--- src/rtl/cpu_control.sv ---
// -----------------------------------------------------------------------------
// cpu_control
//
// Top-level sequencer for the multi-cycle CPU. Each instruction is stepped
// through FETCH -> DECODE -> ALU -> (MEM) -> WB by pulsing exactly one stage
// enable per completed step. The controller also owns the single memory bus
// (instruction fetch vs. data access), watches for bus timeouts and services
// debug halt requests.
//
// Parameters:
//   TIMEOUT      max wait cycles for mem_ack before a bus error is raised
//
// Ports:
//   clk          system clock, rising edge
//   reset        synchronous active-high reset
//   mem_op_next  from ALU stage: current instruction needs a memory access
//   mem_ack      memory bus: current request completes this cycle
//   halt_req     debug halt request
//   mem_req      request to the memory bus
//   bus_sel      bus owner, 0 = instruction fetch, 1 = data access
//   fetch_en     one-cycle enable, fetch stage
//   decode_en    one-cycle enable, decode stage
//   alu_en       one-cycle enable, ALU stage
//   mem_en       one-cycle enable, memory stage
//   wb_en        one-cycle enable, writeback stage
//   halted       controller is in HALT
//   bus_error    sticky bus-timeout flag, cleared only by reset
//   instr_count  retired instruction counter (wraps silently)
//   dbg_state    current state encoding
// -----------------------------------------------------------------------------
module cpu_control #(
   parameter logic [7:0] TIMEOUT = 8'd200
) (
   input  logic        clk,
   input  logic        reset,
   input  logic        mem_op_next,
   input  logic        mem_ack,
   input  logic        halt_req,
   output logic        mem_req,
   output logic        bus_sel,
   output logic        fetch_en,
   output logic        decode_en,
   output logic        alu_en,
   output logic        mem_en,
   output logic        wb_en,
   output logic        halted,
   output logic        bus_error,
   output logic [15:0] instr_count,
   output logic [2:0]  dbg_state
);

   typedef enum logic [2:0] {
      FETCH  = 3'd0,
      DECODE = 3'd1,
      ALU    = 3'd2,
      MEM    = 3'd3,
      WB     = 3'd4,
      HALT   = 3'd5
   } stateT;

   stateT       state;
   logic [7:0]  waitCnt;
   logic [15:0] instrCount;
   logic        busError;

   // ---------------------------------------------------------------------------
   // Sequencer. waitCnt counts cycles a bus request has gone unanswered; it is
   // cleared on every entry into FETCH/MEM and on every ack so each access
   // starts its own timeout window. An ack in the timeout cycle still wins.
   // ---------------------------------------------------------------------------
   always_ff @(posedge clk) begin
      if (reset) begin
         state      <= FETCH;
         waitCnt    <= 8'd0;
         instrCount <= 16'd0;
         busError   <= 1'b0;
      end else begin
         case (state)
            FETCH: begin
               if (mem_ack) begin
                  state   <= DECODE;
                  waitCnt <= 8'd0;
               end else if (waitCnt == TIMEOUT) begin
                  busError <= 1'b1;
                  state    <= HALT;
               end else begin
                  waitCnt <= waitCnt + 8'd1;
               end
            end
            DECODE: begin
               state <= ALU;
            end
            ALU: begin
               // mem_op_next is only meaningful while the ALU stage is enabled
               state   <= mem_op_next ? MEM : WB;
               waitCnt <= 8'd0;
            end
            MEM: begin
               if (mem_ack) begin
                  state   <= WB;
                  waitCnt <= 8'd0;
               end else if (waitCnt == TIMEOUT) begin
                  busError <= 1'b1;
                  state    <= HALT;
               end else begin
                  waitCnt <= waitCnt + 8'd1;
               end
            end
            WB: begin
               instrCount <= instrCount + 16'd1;
               // halt requests only take effect at an instruction boundary
               state      <= halt_req ? HALT : FETCH;
               waitCnt    <= 8'd0;
            end
            HALT: begin
               // a bus error pins the controller here until reset
               if (!halt_req && !busError) begin
                  state   <= FETCH;
                  waitCnt <= 8'd0;
               end
            end
            default: begin
               state   <= FETCH;
               waitCnt <= 8'd0;
            end
         endcase
      end
   end

   // ---------------------------------------------------------------------------
   // Output decode from the registered state. fetch_en/mem_en follow mem_ack
   // in the same cycle. While reset is asserted every strobe is held low so no
   // stage sees a spurious enable or bus request during the reset cycle.
   // ---------------------------------------------------------------------------
   always_comb begin
      mem_req   = 1'b0;
      bus_sel   = 1'b0;
      fetch_en  = 1'b0;
      decode_en = 1'b0;
      alu_en    = 1'b0;
      mem_en    = 1'b0;
      wb_en     = 1'b0;
      halted    = 1'b0;
      if (!reset) begin
         case (state)
            FETCH: begin
               mem_req  = 1'b1;
               fetch_en = mem_ack;
            end
            DECODE: decode_en = 1'b1;
            ALU:    alu_en    = 1'b1;
            MEM: begin
               mem_req = 1'b1;
               bus_sel = 1'b1;
               mem_en  = mem_ack;
            end
            WB:     wb_en     = 1'b1;
            HALT:   halted    = 1'b1;
            default: ;
         endcase
      end
   end

   assign bus_error   = busError;
   assign instr_count = instrCount;
   assign dbg_state   = state;

endmodule

--- config.mk ---
export PLATFORM = sky130hd
export DESIGN_NAME = cpu_control
export DESIGN_NICKNAME = d
export VERILOG_FILES = /design/src/rtl/cpu_control.sv
export SDC_FILE = /design/constraint.sdc
export NUM_CORES = 1
export LEC_CHECK = 0
export ABC_AREA = 1
export CAP_MARGIN = 40
export CELL_PAD_IN_SITES_DETAIL_PLACEMENT = 1
export CELL_PAD_IN_SITES_GLOBAL_PLACEMENT = 1
export CORE_UTILIZATION = 35
export DETAILED_ROUTE_END_ITERATION = 16
export PLACE_DENSITY = 0.84
export SYNTH_ARGS = -nofsm -noshare
export SYNTH_HDL_FRONTEND = slang
export SYNTH_SLANG_ARGS = --single-unit
export TNS_END_PERCENT = 10
--- constraint.sdc ---
create_clock -name clk -period 1.55 [get_ports clk]
set_input_delay 0.3875 -clock clk [delete_from_list [all_inputs] [get_ports clk]]
set_output_delay 0.3875 -clock clk [all_outputs]
set_load 0.1 [all_outputs]
==> metrics, run 1 <==
Cell Rows=24; global-route wire length before repair=12.0 mm; Required @ worst endpoint=1.16 ns; area grow syn2layout=77.6%; max cap viols=0; nets@finish=325; Reg power frac=22.0%; first drt pass iteration count=5; GRT overflow=0; CP arrival=1.41 ns; Net Sw Frac=50.9%; Mapped Area=0.00163 sq mm; number of global-route vias before repair=2145; status=finished with violations; Reg clk slew, reported paths=0.11 ns; TritonCTS buffer count=3; die height=70.3 microns; Crit-path slowest cell=dfxtp_4; die width=70.3 microns; CP delay by family, top=flip-flops; # port buffers=32; clock latency at the later pin of the worst-skew pair=0.29 ns; root buffer cell=clkbuf_8; Logic pwr share=66.8%; Area contributors post-synth=dfxtp_1 34%, nand2_1 12%, inv_1 8.7%, nor2_1 7.4%, a21oi_1 6.4%; final instance area=0.00290 sq mm; Reg2Reg Capture Point=instr_count[12]; hold slack=0.527 ns; CP Launch Type=register; PD cells=1550 mW/mm^2; hpwl dp=3.94 mm; Cells after Synth=246; worst hold path type=register to register; TritonCTS clock tree=done; Vias=2136; ANT cells=0; Max Fanout on Critical Path=5; Netlist cell types=26; Seq/Total Area, Yosys=34.3%; clk_skew=0.00335 ns; final worst slack=-0.248 ns; post-synthesis register bit count=28; initial antenna violation count=0; Post-Syn Area per Cell=6.64 sq um; Setup TNS=-3.24 ns; area share of the largest cell type after synthesis=34.3%; Final ANT Viol Nets=0; Final Max Tran Viols=0; Worst Setup Path Type=register to primary output; share of layout cells above drive strength 1=38.6%; H-tree levels=1; failing checks=negative setup slack; P_leak=1.24 nW; Setup crit start=dbg_state[1]; Setup Slack @ Placement=-0.315 ns; Core ar.=0.00441 sq mm; most used cell along the critical path=nor2_4; RSZ-0062 raised after global routing=yes; Clock Sinks=28; Largest stage delay, worst path=0.44 ns; filler cell count=483; Final Cycle Share=116%; endpoints failing hold=0; initial drt markers=191; Cell Area, Placed=0.00255 sq mm; Initial Util=37.0%; Final Non-Filler Cells=368; area of the die=0.00495 sq mm; R2R Path Start=dbg_state[0]; maximum clock frequency=556 MHz; CP Buf/Inv Count=2; drt total wl=9.05 mm; Ports=33; GRT Total Usage=32.0%; Sw Pwr=2.29 mW; # placed instances=346; largest net degree at the start of global routing=16; reg2reg path depth=9; reg-to-reg slack, setup=-0.23 ns; Clock Tree Buf Depth=2; Yosys warnings=0; clock share of power=11.2%; Final Wtd Congestion=0.821; DRC=0; Rel. slew slack=76.7%; Setup violations, final=29; Layout Utilization=65.8%; WP depth=5; syn_nets=254; peak supply drop=1.59 mV; Design Power=4.49 mW; critical path endpoint category=primary output; drt via density=5.80; Tmin final=1.80 ns; critical-path cell list=clkinvlp_4 -> nor2_4 -> nand2_2 -> nor2_4 -> buf_12; post-DR wirelength/cell=24.6 microns; cell-internal power=2.20 mW; worst setup path end=alu_en; Worst-Margin Slew=0.347 ns; Synth area leader=dfxtp_1
how the worst min path moves through the flow:
stage                              start        endpoint  slack (ns)  cells after the start
after global placement    instr_count[2]  instr_count[2]        0.49                      1
final                         waitCnt[4]      waitCnt[4]        0.53                      2
after CTS                     waitCnt[4]      waitCnt[4]        0.51                      2
after floorplan               waitCnt[4]      waitCnt[4]        0.47                      2
after detailed placement  instr_count[2]  instr_count[2]        0.49                      1
after global routing          waitCnt[4]      waitCnt[4]        0.55                      2
per-layer routing:
metal / routed length, microns / track usage, % / vias up
met5: 0 / 0 / -
met4: 573 / 15.8 / 0
met3: 476 / 8.08 / 49
met2: 4460 / 54.6 / 114
met1: 3540 / 36.9 / 1043
li1: - / - / 930
placed cells by master, fill, tap and decap left out, types with 2 or more instances in the layout:
master           synthesis  final
clkbuf_8                 0      4
buf_4                    0     30
nand3_1                 18     17
nor3_4                   0      4
nand2_2                  4      5
dfxtp_4                  0      3
o21ai_1                  1      5
buf_12                   0     30
nand2_4                  1      6
ha_1                     3      2
nor2_1                  32     25
inv_1                   38     32
nand2_1                 53     47
nor3_1                   7      2
inv_2                    1      2
dfxtp_1                 28     19
a21oi_1                 21     21
o21ai_2                  0      2
o21a_1                   2      2
buf_6                    0      2
dfxtp_2                  0      6
nor2_4                   4     10
clkinvlp_4               0      2
o21ai_0                 13      7
inv_4                    0      2
nand3_4                  2      3
nand4_1                  8      8
clkdlybuf4s50_1          0      2
final cells by class:
| class | instances | area [sq um] | area share, % |
|---|---|---|---|
| multi-input combinational | 177 | 1100 | 38.1 |
| timing repair buffer | 68 | 935 | 32.2 |
| sequential | 28 | 579 | 20.0 |
| inverter | 39 | 164 | 5.65 |
| tap | 52 | 65.1 | 2.24 |
| clock buffer | 4 | 55.1 | 1.90 |
power by group through the flow:
stage,clock network (mW),registers [mW],logic (mW)
finish,0.502,0.988,3.00
detailed placement,0,1.01,2.10
floorplan,0,1.32,0.975
CTS,0.482,0.948,2.45
global route,0.516,0.992,3.07
global placement,0,1.01,2.04
cells in the mapped netlist, drive strengths merged:
| cell type | n |
|---|---|
| nand2 | 58 |
| inv | 39 |
| nor2 | 37 |
| dfxtp | 28 |
| a21oi | 21 |
| nand3 | 21 |
| o21ai | 15 |
| nand4 | 8 |
| nor3 | 7 |
| ha | 3 |
| clkbuf | 2 |
| o21a | 2 |
| a21boi | 1 |
| buf | 1 |
| o21bai | 1 |
| or2 | 1 |
| xor2 | 1 |
tightest hold or removal path, stage by stage (launching register included):
cell     delay, ns
dfxtp_1       0.36
nand2_1       0.08
a21oi_1       0.05
state kept, by name (all words and copies together) (netlist names):
signal,count
bus_error,1
dbg_state,3
waitCnt,8
instr_count,16
logic make-up (layout without fill, tap and decap cells):
group / after synthesis / in the layout / share of synthesized area, %
compound gates: 40 / 40 / 13.6
xor+xnor: 1 / 1 / 0.536
fa+ha+maj: 3 / 3 / 2.30
buf+inv: 42 / 111 / 9.72
flops: 28 / 28 / 34.3
simple gates: 132 / 133 / 39.6
timing repair:
action	CTS	global route
endpoints found under the setup margin	11	32
resized for setup	15	29
cloned	1	1
buffers inserted	11	5
pin swaps	6	8
hold buffers	0	0
No activity file was read; power rests on OpenSTA's default activity.
==> run 2, diff against run 1 <==
--- a/config.mk
+++ b/config.mk
@@ -10,6 +10,7 @@
 export CELL_PAD_IN_SITES_DETAIL_PLACEMENT = 1
 export CELL_PAD_IN_SITES_GLOBAL_PLACEMENT = 1
 export CORE_UTILIZATION = 35
+export CTS_CLUSTER_SIZE = 25
 export DETAILED_ROUTE_END_ITERATION = 16
 export PLACE_DENSITY = 0.84
 export SYNTH_ARGS = -nofsm -noshare
==> results of run 2 <==
Same layout as run 1: the final DEF is identical, and so are final timing and power.
==> run 3, diff against run 2 <==
--- a/config.mk
+++ b/config.mk
@@ -9,10 +9,10 @@
 export CAP_MARGIN = 40
 export CELL_PAD_IN_SITES_DETAIL_PLACEMENT = 1
 export CELL_PAD_IN_SITES_GLOBAL_PLACEMENT = 1
-export CORE_UTILIZATION = 35
+export CORE_UTILIZATION = 30
 export CTS_CLUSTER_SIZE = 25
 export DETAILED_ROUTE_END_ITERATION = 16
-export PLACE_DENSITY = 0.84
+export PLACE_DENSITY = 0.74
 export SYNTH_ARGS = -nofsm -noshare
 export SYNTH_HDL_FRONTEND = slang
 export SYNTH_SLANG_ARGS = --single-unit
==> metrics, run 3 (synthesis results as in run 1) <==
global-route wire length before repair=9.79 mm; GRT overflow=0; # port buffers=32; ANT cells=0; root buffer cell=clkbuf_8; GRT Total Usage=22.6%; Worst Setup Path Type=register to primary output; grt peak-use layer=met2; TritonCTS clock tree=done; drt via density=5.04; initial antenna violation count=0; worst hold path type=register to register; Cell Rows=26; Tmin final=1.77 ns; P_leak=1.25 nW; largest net degree at the start of global routing=16; Reg power frac=23.1%; CP arrival=1.39 ns; PD cells=1430 mW/mm^2; max FFs per register=16; first drt pass iteration count=4; Clock Sinks=28; Final Max Tran Viols=0; maximum clock frequency=564 MHz; H-tree levels=1; number of global-route vias before repair=2021; Final Wtd Congestion=0.795; area of the die=0.00575 sq mm; most common cell after layout, fill and taps aside=nand2_1; Sequential Area=577 sq um; Core ar.=0.00517 sq mm; hpwl dp=3.90 mm; most frequent cells in the layout=48 x nand2_1, 35 x inv_1, 31 x buf_12; Max Fanout on Critical Path=6; CP Launch Type=register; peak supply drop=1.58 mV; Net Sw Frac=50.1%; met1 usage=27.6%; DRC=0; Initial Util=31.6%; area grow syn2layout=78.9%; Setup violations, final=16; filler cell count=602; cell-internal power=2.08 mW; hold slack=0.523 ns; Ports=33; met2 Usage GRT=41.0%; post-DR wirelength/cell=16.8 microns; critical path endpoint category=primary output; Sw Pwr=2.09 mW; TritonCTS buffer count=3; Logic pwr share=66.4%; Final ANT Viol Nets=0; drt total wl=6.50 mm; die width=75.8 microns; initial drt markers=66; Rel. slew slack=69.5%; failing checks=negative setup slack; Setup TNS=-1.55 ns; final worst slack=-0.223 ns; clk_skew=0.00692 ns; Reg clk slew, reported paths=0.11 ns; clock latency at the later pin of the worst-skew pair=0.29 ns; Final Cycle Share=114%; RSZ-0062 raised after global routing=yes; Worst-Margin Slew=0.457 ns; share of layout cells above drive strength 1=37.5%; Clock Tree Buf Depth=2; Vias=1951; endpoints failing hold=0; max cap viols=0; met3 usage=3.70%; Required @ worst endpoint=1.16 ns; nets@finish=326; multi-input logic area=0.00109 sq mm; Layout Utilization=56.5%; status=finished with violations; die height=75.8 microns; clock share of power=10.5%
==> run 3: changes by cell type in the layout (fill, tap and decap cells not counted), sizes merged <==
cell | before | now
buf | 63 | 65
nand2 | 59 | 58
clkinv | 0 | 1
inv | 37 | 39
clkinvlp | 2 | 0
clkbuf | 4 | 3
==> run 3: what timing repair did <==
| item | in CTS | in global routing |
|---|---|---|
| resized for setup | 21 | 18 |
| hold buffers | 0 | 0 |
| gates cloned | 1 | 0 |
| pin swaps | 13 | 9 |
| setup buffers | 11 | 4 |
| endpoints found under the setup margin | 12 | 27 |
==> run 3: worst paths after layout <==
check,depth (start not counted),to,slack (ns),from
setup / recovery,4,mem_en,-0.22,dbg_state[2]
hold / removal,1,instr_count[2],0.52,instr_count[2]
setup reg to reg,10,instr_count[14],-0.08,dbg_state[0]
hold reg to reg,1,instr_count[2],0.52,instr_count[2]
==> run 3: final cells by class <==
cell class	count	area share (%)
multi-input cells	176	37.3
repair buffers	70	33.1
flip-flops and latches	28	19.7
inverters	39	5.35
well taps	70	3.00
clock buffers	3	1.41
clock inverters	1	0.128
==> run 3: power by group through the flow <==
stage | Clock, mW | Sequential, mW | Combinational (mW)
floorplan | 0 | 1.32 | 0.975
global placement | 0 | 0.985 | 2.08
detailed placement | 0 | 0.990 | 2.11
CTS | 0.435 | 0.965 | 2.52
global route | 0.474 | 0.974 | 2.88
finish | 0.440 | 0.963 | 2.77
==> run 3: metal layers <==
| layer | up-vias | part of all wire [%] | wire length, microns |
|---|---|---|---|
| li1 | 937 | - | - |
| met1 | 938 | 41 | 2650 |
| met5 | - | 0 | 0 |
| met2 | 54 | 53 | 3420 |
| met3 | 22 | 3.2 | 209 |
| met4 | 0 | 3.3 | 216 |
==> run 3: metrics by stage <==
step           instance area [sq um]  total power [mW]  std cells  setup WS [ns]
5_1_grt                         2920              4.33        387         -0.271
3_3_place_gp                    2620              3.06        367         -0.284
6_report                        2920              4.17        387         -0.223
2_1_floorplan                   1750              2.30        246         -0.400
3_5_place_dp                    2620              3.10        367         -0.342
4_1_cts                         2840              3.92        383         -0.171
==> run 3: worst max-delay path, cell delays in order (launching register included) <==
cell	delay (ns)
dfxtp_4	0.39
inv_8	0.09
nand3_4	0.11
nor3_4	0.28
buf_12	0.21
